[src/rtl/cpu_md_pkg.sv]
`default_nettype none
// ============================================================================
// cpu_md_pkg : function codes, FSM states and decode helpers for cpu_ex_muldiv
// Revision   : 1.0 - initial release
// ============================================================================
package cpu_md_pkg;

  localparam logic [5:0] FN_MFHI  = 6'h10;
  localparam logic [5:0] FN_MTHI  = 6'h11;
  localparam logic [5:0] FN_MFLO  = 6'h12;
  localparam logic [5:0] FN_MTLO  = 6'h13;
  localparam logic [5:0] FN_MULT  = 6'h18;
  localparam logic [5:0] FN_MULTU = 6'h19;
  localparam logic [5:0] FN_DIV   = 6'h1a;
  localparam logic [5:0] FN_DIVU  = 6'h1b;

  typedef enum logic [1:0] {
    ST_IDLE = 2'd0,
    ST_BUSY = 2'd1,
    ST_FIX  = 2'd2
  } md_state_e;

  // mult/multu/div/divu occupy 0x18..0x1b
  function automatic logic is_md_start(input logic [5:0] func);
    return (func[5:2] == 4'b0110);
  endfunction

  // any of the eight HI/LO unit functions (0x10..0x13, 0x18..0x1b)
  function automatic logic is_md_func(input logic [5:0] func);
    return is_md_start(func) || (func[5:2] == 4'b0100);
  endfunction

endpackage
`default_nettype wire

[src/rtl/cpu_md_iter.sv]
`default_nettype none
// ============================================================================
// cpu_md_iter : one-bit-per-cycle shift-add multiply / restoring divide core
// Revision    : 1.0 - initial release
// ============================================================================
module cpu_md_iter #(
  parameter int WIDTH = 32,
  parameter int CNT_W = $clog2(WIDTH) + 1
) (
  input  logic             clk,
  input  logic             rst,
  input  logic             start,
  input  logic             step,
  input  logic             is_div,
  input  logic [WIDTH-1:0] a,
  input  logic [WIDTH-1:0] b,
  output logic [WIDTH-1:0] acc_hi,
  output logic [WIDTH-1:0] acc_lo,
  output logic             done
);

  localparam logic [CNT_W-1:0] C_LAST = CNT_W'(WIDTH - 1);

  logic [WIDTH-1:0] r_acc;
  logic [WIDTH-1:0] r_q;
  logic [WIDTH-1:0] r_b;
  logic [CNT_W-1:0] r_cnt;

  logic [WIDTH:0]   w_sum;
  logic [WIDTH:0]   w_shift;
  logic [WIDTH-1:0] w_diff;
  logic             w_ge;

  // multiply keeps the multiplier in r_q and shifts product bits into it;
  // divide shifts dividend bits out of r_q and quotient bits back in
  always_comb begin
    w_sum   = {1'b0, r_acc} + {1'b0, ({WIDTH{r_q[0]}} & r_b)};
    w_shift = {r_acc, r_q[WIDTH-1]};
    w_ge    = (w_shift >= {1'b0, r_b});
    w_diff  = w_shift[WIDTH-1:0] - r_b;
  end

  always_ff @(posedge clk) begin
    if (rst) begin
      r_acc <= '0;
      r_q   <= '0;
      r_b   <= '0;
      r_cnt <= '0;
    end else if (start) begin
      r_acc <= '0;
      r_q   <= a;
      r_b   <= b;
      r_cnt <= '0;
    end else if (step) begin
      r_cnt <= r_cnt + CNT_W'(1);
      if (is_div) begin
        r_acc <= w_ge ? w_diff : w_shift[WIDTH-1:0];
        r_q   <= {r_q[WIDTH-2:0], w_ge};
      end else begin
        r_acc <= w_sum[WIDTH:1];
        r_q   <= {w_sum[0], r_q[WIDTH-1:1]};
      end
    end
  end

  assign acc_hi = r_acc;
  assign acc_lo = r_q;
  assign done   = step && (r_cnt == C_LAST);

endmodule
`default_nettype wire

[src/rtl/cpu_ex_muldiv.sv]
`default_nettype none
// ============================================================================
// cpu_ex_muldiv : EX-stage multiply/divide unit with HI/LO and pipeline stall
// Revision      : 1.0 - initial release
// ============================================================================
module cpu_ex_muldiv
  import cpu_md_pkg::*;
#(
  parameter int WIDTH = 32,
  parameter int CNT_W = $clog2(WIDTH) + 1
) (
  input  logic             clk,
  input  logic             rst,
  input  logic             id_c_md,
  input  logic [5:0]       id_func,
  input  logic [WIDTH-1:0] x,
  input  logic [WIDTH-1:0] y,
  output logic             stall,
  output logic [WIDTH-1:0] md_r,
  output logic [WIDTH-1:0] hi,
  output logic [WIDTH-1:0] lo,
  output logic             busy
);

  md_state_e r_state;
  md_state_e w_state_nxt;

  logic w_start;
  logic w_step;
  logic w_fix;
  logic w_done;
  logic w_signed;

  logic r_div;
  logic r_neg_q;
  logic r_neg_r;
  logic r_dz;

  logic [WIDTH-1:0]   r_hi;
  logic [WIDTH-1:0]   r_lo;
  logic [WIDTH-1:0]   w_abs_x;
  logic [WIDTH-1:0]   w_abs_y;
  logic [WIDTH-1:0]   w_it_hi;
  logic [WIDTH-1:0]   w_it_lo;
  logic [2*WIDTH-1:0] w_prod_fix;
  logic [WIDTH-1:0]   w_quo_fix;
  logic [WIDTH-1:0]   w_rem_fix;

  assign w_step   = (r_state == ST_BUSY);
  assign w_signed = ~id_func[0];
  assign w_abs_x  = (w_signed && x[WIDTH-1]) ? -x : x;
  assign w_abs_y  = (w_signed && y[WIDTH-1]) ? -y : y;

  always_ff @(posedge clk) begin
    if (rst) begin
      r_state <= ST_IDLE;
    end else begin
      r_state <= w_state_nxt;
    end
  end

  always_comb begin
    w_state_nxt = r_state;
    w_start     = 1'b0;
    w_fix       = 1'b0;
    case (r_state)
      ST_IDLE: begin
        if (id_c_md && is_md_start(id_func)) begin
          w_start     = 1'b1;
          w_state_nxt = ST_BUSY;
        end
      end
      ST_BUSY: begin
        if (w_done) begin
          w_state_nxt = ST_FIX;
        end
      end
      ST_FIX: begin
        w_fix       = 1'b1;
        w_state_nxt = ST_IDLE;
      end
      default: w_state_nxt = ST_IDLE;
    endcase
  end

  always_ff @(posedge clk) begin
    if (rst) begin
      r_div   <= 1'b0;
      r_neg_q <= 1'b0;
      r_neg_r <= 1'b0;
      r_dz    <= 1'b0;
    end else if (w_start) begin
      r_div   <= id_func[1];
      r_neg_q <= w_signed && (x[WIDTH-1] ^ y[WIDTH-1]);
      r_neg_r <= w_signed && x[WIDTH-1];
      r_dz    <= (y == '0);
    end
  end

  cpu_md_iter #(
    .WIDTH (WIDTH),
    .CNT_W (CNT_W)
  ) u_iter (
    .clk    (clk),
    .rst    (rst),
    .start  (w_start),
    .step   (w_step),
    .is_div (r_div),
    .a      (w_abs_x),
    .b      (w_abs_y),
    .acc_hi (w_it_hi),
    .acc_lo (w_it_lo),
    .done   (w_done)
  );

  // a zero divisor leaves the dividend in the remainder naturally; only the
  // quotient needs forcing, since its sign correction would otherwise apply
  assign w_prod_fix = r_neg_q ? -{w_it_hi, w_it_lo} : {w_it_hi, w_it_lo};
  assign w_quo_fix  = r_dz ? '1 : (r_neg_q ? -w_it_lo : w_it_lo);
  assign w_rem_fix  = r_neg_r ? -w_it_hi : w_it_hi;

  always_ff @(posedge clk) begin
    if (rst) begin
      r_hi <= '0;
      r_lo <= '0;
    end else if (w_fix) begin
      if (r_div) begin
        r_hi <= w_rem_fix;
        r_lo <= w_quo_fix;
      end else begin
        r_hi <= w_prod_fix[2*WIDTH-1:WIDTH];
        r_lo <= w_prod_fix[WIDTH-1:0];
      end
    end else if ((r_state == ST_IDLE) && id_c_md) begin
      if (id_func == FN_MTHI) r_hi <= x;
      if (id_func == FN_MTLO) r_lo <= x;
    end
  end

  always_comb begin
    md_r = '0;
    if (id_c_md && (id_func == FN_MFHI)) md_r = r_hi;
    if (id_c_md && (id_func == FN_MFLO)) md_r = r_lo;
  end

  assign busy  = (r_state != ST_IDLE);
  assign stall = id_c_md && is_md_func(id_func) && busy;
  assign hi    = r_hi;
  assign lo    = r_lo;

endmodule
`default_nettype wire

[config.mk]
export PLATFORM = sky130hd
export DESIGN_NAME = cpu_ex_muldiv
export DESIGN_NICKNAME = d
export VERILOG_FILES = /design/src/rtl/cpu_md_pkg.sv /design/src/rtl/cpu_md_iter.sv /design/src/rtl/cpu_ex_muldiv.sv
export SDC_FILE = /design/constraint.sdc
export NUM_CORES = 1
export LEC_CHECK = 0
export CAP_MARGIN = 20
export CORE_ASPECT_RATIO = 2
export CORE_MARGIN = 5
export CORE_UTILIZATION = 55
export DETAILED_ROUTE_END_ITERATION = 7
export GPL_TIMING_DRIVEN = 0
export PLACE_DENSITY_LB_ADDON = 0.3
export SLEW_MARGIN = 20
export SYNTH_ARGS = -nofsm -noshare
export SYNTH_HDL_FRONTEND = slang
export SYNTH_HIERARCHICAL = 1
export SYNTH_SLANG_ARGS = --single-unit
[constraint.sdc]
create_clock -name clk -period 5.4 [get_ports clk]
set_input_delay 1.08 -clock clk [delete_from_list [all_inputs] [get_ports clk]]
set_output_delay 1.08 -clock clk [all_outputs]
set_load 0.02 [all_outputs]
==> results.ini <==
[outcome]
outcome=complete, no violations

[setup_path]
ff2ff_setup_slack_ns=1.14
max_stage_delay_ns=0.65
crit_chain=clkdlybuf4s50_1, clkbuf_1, or3_1, clkbuf_1, clkbuf_1, nor2_1, clkdlybuf4s50_1
crit_end=md_r[24]
cp-startpoint=id_func[0]
ff2ff_path_depth=13
crit_type=in -> out
cp-end-kind=output port
critPathArrivalTime_ns=3.99
crit_top_cell=clkbuf_1
start_kind=primary input
crit_fanout=10
r2r_end=u_iter/acc_hi[29]
cpMaxStageDelayCell=clkbuf_1
reg2reg_from=u_iter/acc_lo[0]
crit_required_ns=4.32

[timing]
skew_ns=0.0115
hold_viol=0
tns_ns=0
setup_viol_count_final=0
worst_pin_slew_ns=1.26
post-route-period-util=0.940
grt_setup_unrepaired=false
fin_crit_ns=5.07
slew_violations=0
slew-limit-headroom=0.163
fmax_ghz=0.197

[die]
core-area_sq_mm=0.0275
rows=86
ios=171
die-area_sq_mm=0.0315
die_w_microns=128
start_util=0.556
die_h_microns=246

[clock_network]
htree_levels=4
cts_hold_buffers=0
cts.sinks=172
postCtsSetupBuffers=0
tritoncts=done
numCtsBuffers=17
ctsLongestPathBuffers=2
cts.clk_slew.worst_paths_ns=0.07
cts-root-buf=clkbuf_16
cts-resized-gates=0
insertion_delay_ns=0.47

[synth]
synth_cells=2033
synth_most_common_cell=nor2_1
synth_seq_cells=172
syn_area_sq_mm=0.0153
synth_cell_type_count=87
synth_warnings=6
async_flop_share=0
synthTopCellsByArea=dfxtp_1 22%, mux2i_1 7.4%, nor2_1 5.9%
synth-main-ff-cell=dfxtp_1
ys_top_cells_by_count=241 x nor2_1, 172 x dfxtp_1, 169 x a21oi_1, 113 x mux2i_1, 112 x o21ai_0
synth_fp_nets=2177
synth-edff-count=0
syn_avg_cell_area_sq_um=7.53
yosysTopAreaCellShare=0.225
synth_top_cell_by_area=dfxtp_1
seq_area_frac_synth=0.225

[detailed_routing]
drcViolationCount=0
vias=18500
drt_iter0_drc=2014
drtPass1Iterations=8
drt-total-wl_microns=76100
ant_nets=0
wl_per_cell_microns=29.4
viasPerCell=7.14

[global_routing]
grt_pass1_vias=18300
grt_util_met2=0.805
busiest_layer=met2
overflow=0
grt_max_degree=17
grtUsageMet3=0.140
grt_pass1_wl_microns=111000
antenna_found_initial=1
use_met1=0.406
grt_usage=0.472

[layout]
stdcell_count=2588
n_antenna_cell=0
drive_gt1_frac=0.0434
area_growth_pct=18.4
fillers=2420
nets=2368
seq_area_sq_mm=0.00344
multi_input_area_sq_mm=0.0112

[pwr]
leakage_nw=6.75
ir_worst_vdd_mv=0.246
p_per_area_mw_per_mm2=201

[place]
portBuffers=167
place_inst=2553
hpwl_microns=58600
gp_congestion=1.08

[run]
maxCapViolations=0

[worst_hold_path]
min_from=r_dz
holdCritPathClass=reg -> reg

## area by class of cell
| cell class | instances | area share |
|---|---|---|
| buffer | 126 | 0.0280 |
| clock buffer | 20 | 0.0252 |
| clock inverter | 11 | 0.00738 |
| inverter | 64 | 0.0133 |
| multi-input combinational | 1671 | 0.617 |
| sequential | 172 | 0.190 |
| tap | 352 | 0.0243 |
| timing repair buffer | 172 | 0.0948 |
## metrics by stage
| step | utilization | total power, mW | hold WS [ns] | setup slack [ns] | instance area [sq um] |
|---|---|---|---|---|---|
| floorplan | - | 1.91 | 0.440 | 2.02 | 15300 |
| global placement | 0.633 | 2.27 | 0.470 | 0.430 | 17400 |
| detailed placement | 0.633 | 2.29 | 0.498 | 0.412 | 17500 |
| CTS | 0.655 | 3.55 | 0.508 | 0.412 | 18000 |
| global route | 0.658 | 3.71 | 0.539 | 0.233 | 18100 |
| finish | 0.658 | 3.64 | 0.513 | 0.325 | 18100 |
## flip-flops by register name, indices dropped and copies added (netlist names)
signal,cells
r_state,2
u_iter/r_b,32
u_iter/acc_lo,32
u_iter/acc_hi,32
hi,32
u_iter/r_cnt,6
r_dz,1
r_neg_q,1
lo,32
r_neg_r,1
r_div,1
## cell usage in the layout, fill, tap and decap left out, types with 29 or more instances in the layout
cell | netlist | layout
mux2i_1 | 113 | 113
nor4_1 | 36 | 33
a21o_1 | 33 | 33
and2_1 | 43 | 43
a31oi_1 | 30 | 30
inv_1 | 63 | 63
nand2_1 | 109 | 109
a21oi_1 | 169 | 169
nor3_1 | 46 | 46
xnor2_1 | 95 | 95
a211oi_1 | 42 | 42
clkdlybuf4s50_1 | 0 | 167
nand3_1 | 43 | 43
ha_1 | 69 | 69
and3_1 | 29 | 29
nand4_1 | 31 | 31
o21ai_0 | 112 | 111
dfxtp_1 | 172 | 172
nor2_1 | 241 | 241
a22oi_1 | 52 | 52
clkbuf_1 | 95 | 96
xor2_1 | 58 | 58
## power by group
group          total, mW  switching, mW  internal, mW
Combinational       1.02          0.672         0.346
Sequential          1.33         0.0437          1.29
Clock               1.29          0.586         0.709
## layer usage
layer  share of wire  vias to the layer above
li1                -                     7959
met1            0.28                     8512
met5               0                        -
met4            0.14                        0
met2            0.48                     1404
met3           0.093                      603
## how the worst min path moves through the flow
stage,endpoint,depth (start not counted)
final,r_dz,2
after global placement,u_iter/r_cnt[5],2
after floorplan,r_dz,2
after global routing,u_iter/r_cnt[5],2
after CTS,u_iter/r_cnt[5],2
after detailed placement,u_iter/r_cnt[5],2
## logic make-up after synthesis
kind of cell / after synthesis / synth area share
buffers and inverters: 190 / 0.0487
flip-flops: 172 / 0.225
adder cells (fa/ha/maj): 71 / 0.0590
XOR/XNOR: 153 / 0.0875
AO/OA/AOI/OAI: 633 / 0.273
AND/OR/NAND/NOR: 696 / 0.230
multiplexers: 118 / 0.0775
## worst max-delay path: cells and delay by family
kind          cells  cell delay (ns)
buf+inv           5             2.52
simple gates      2             0.40
No activity file was read; power rests on OpenSTA's default activity.
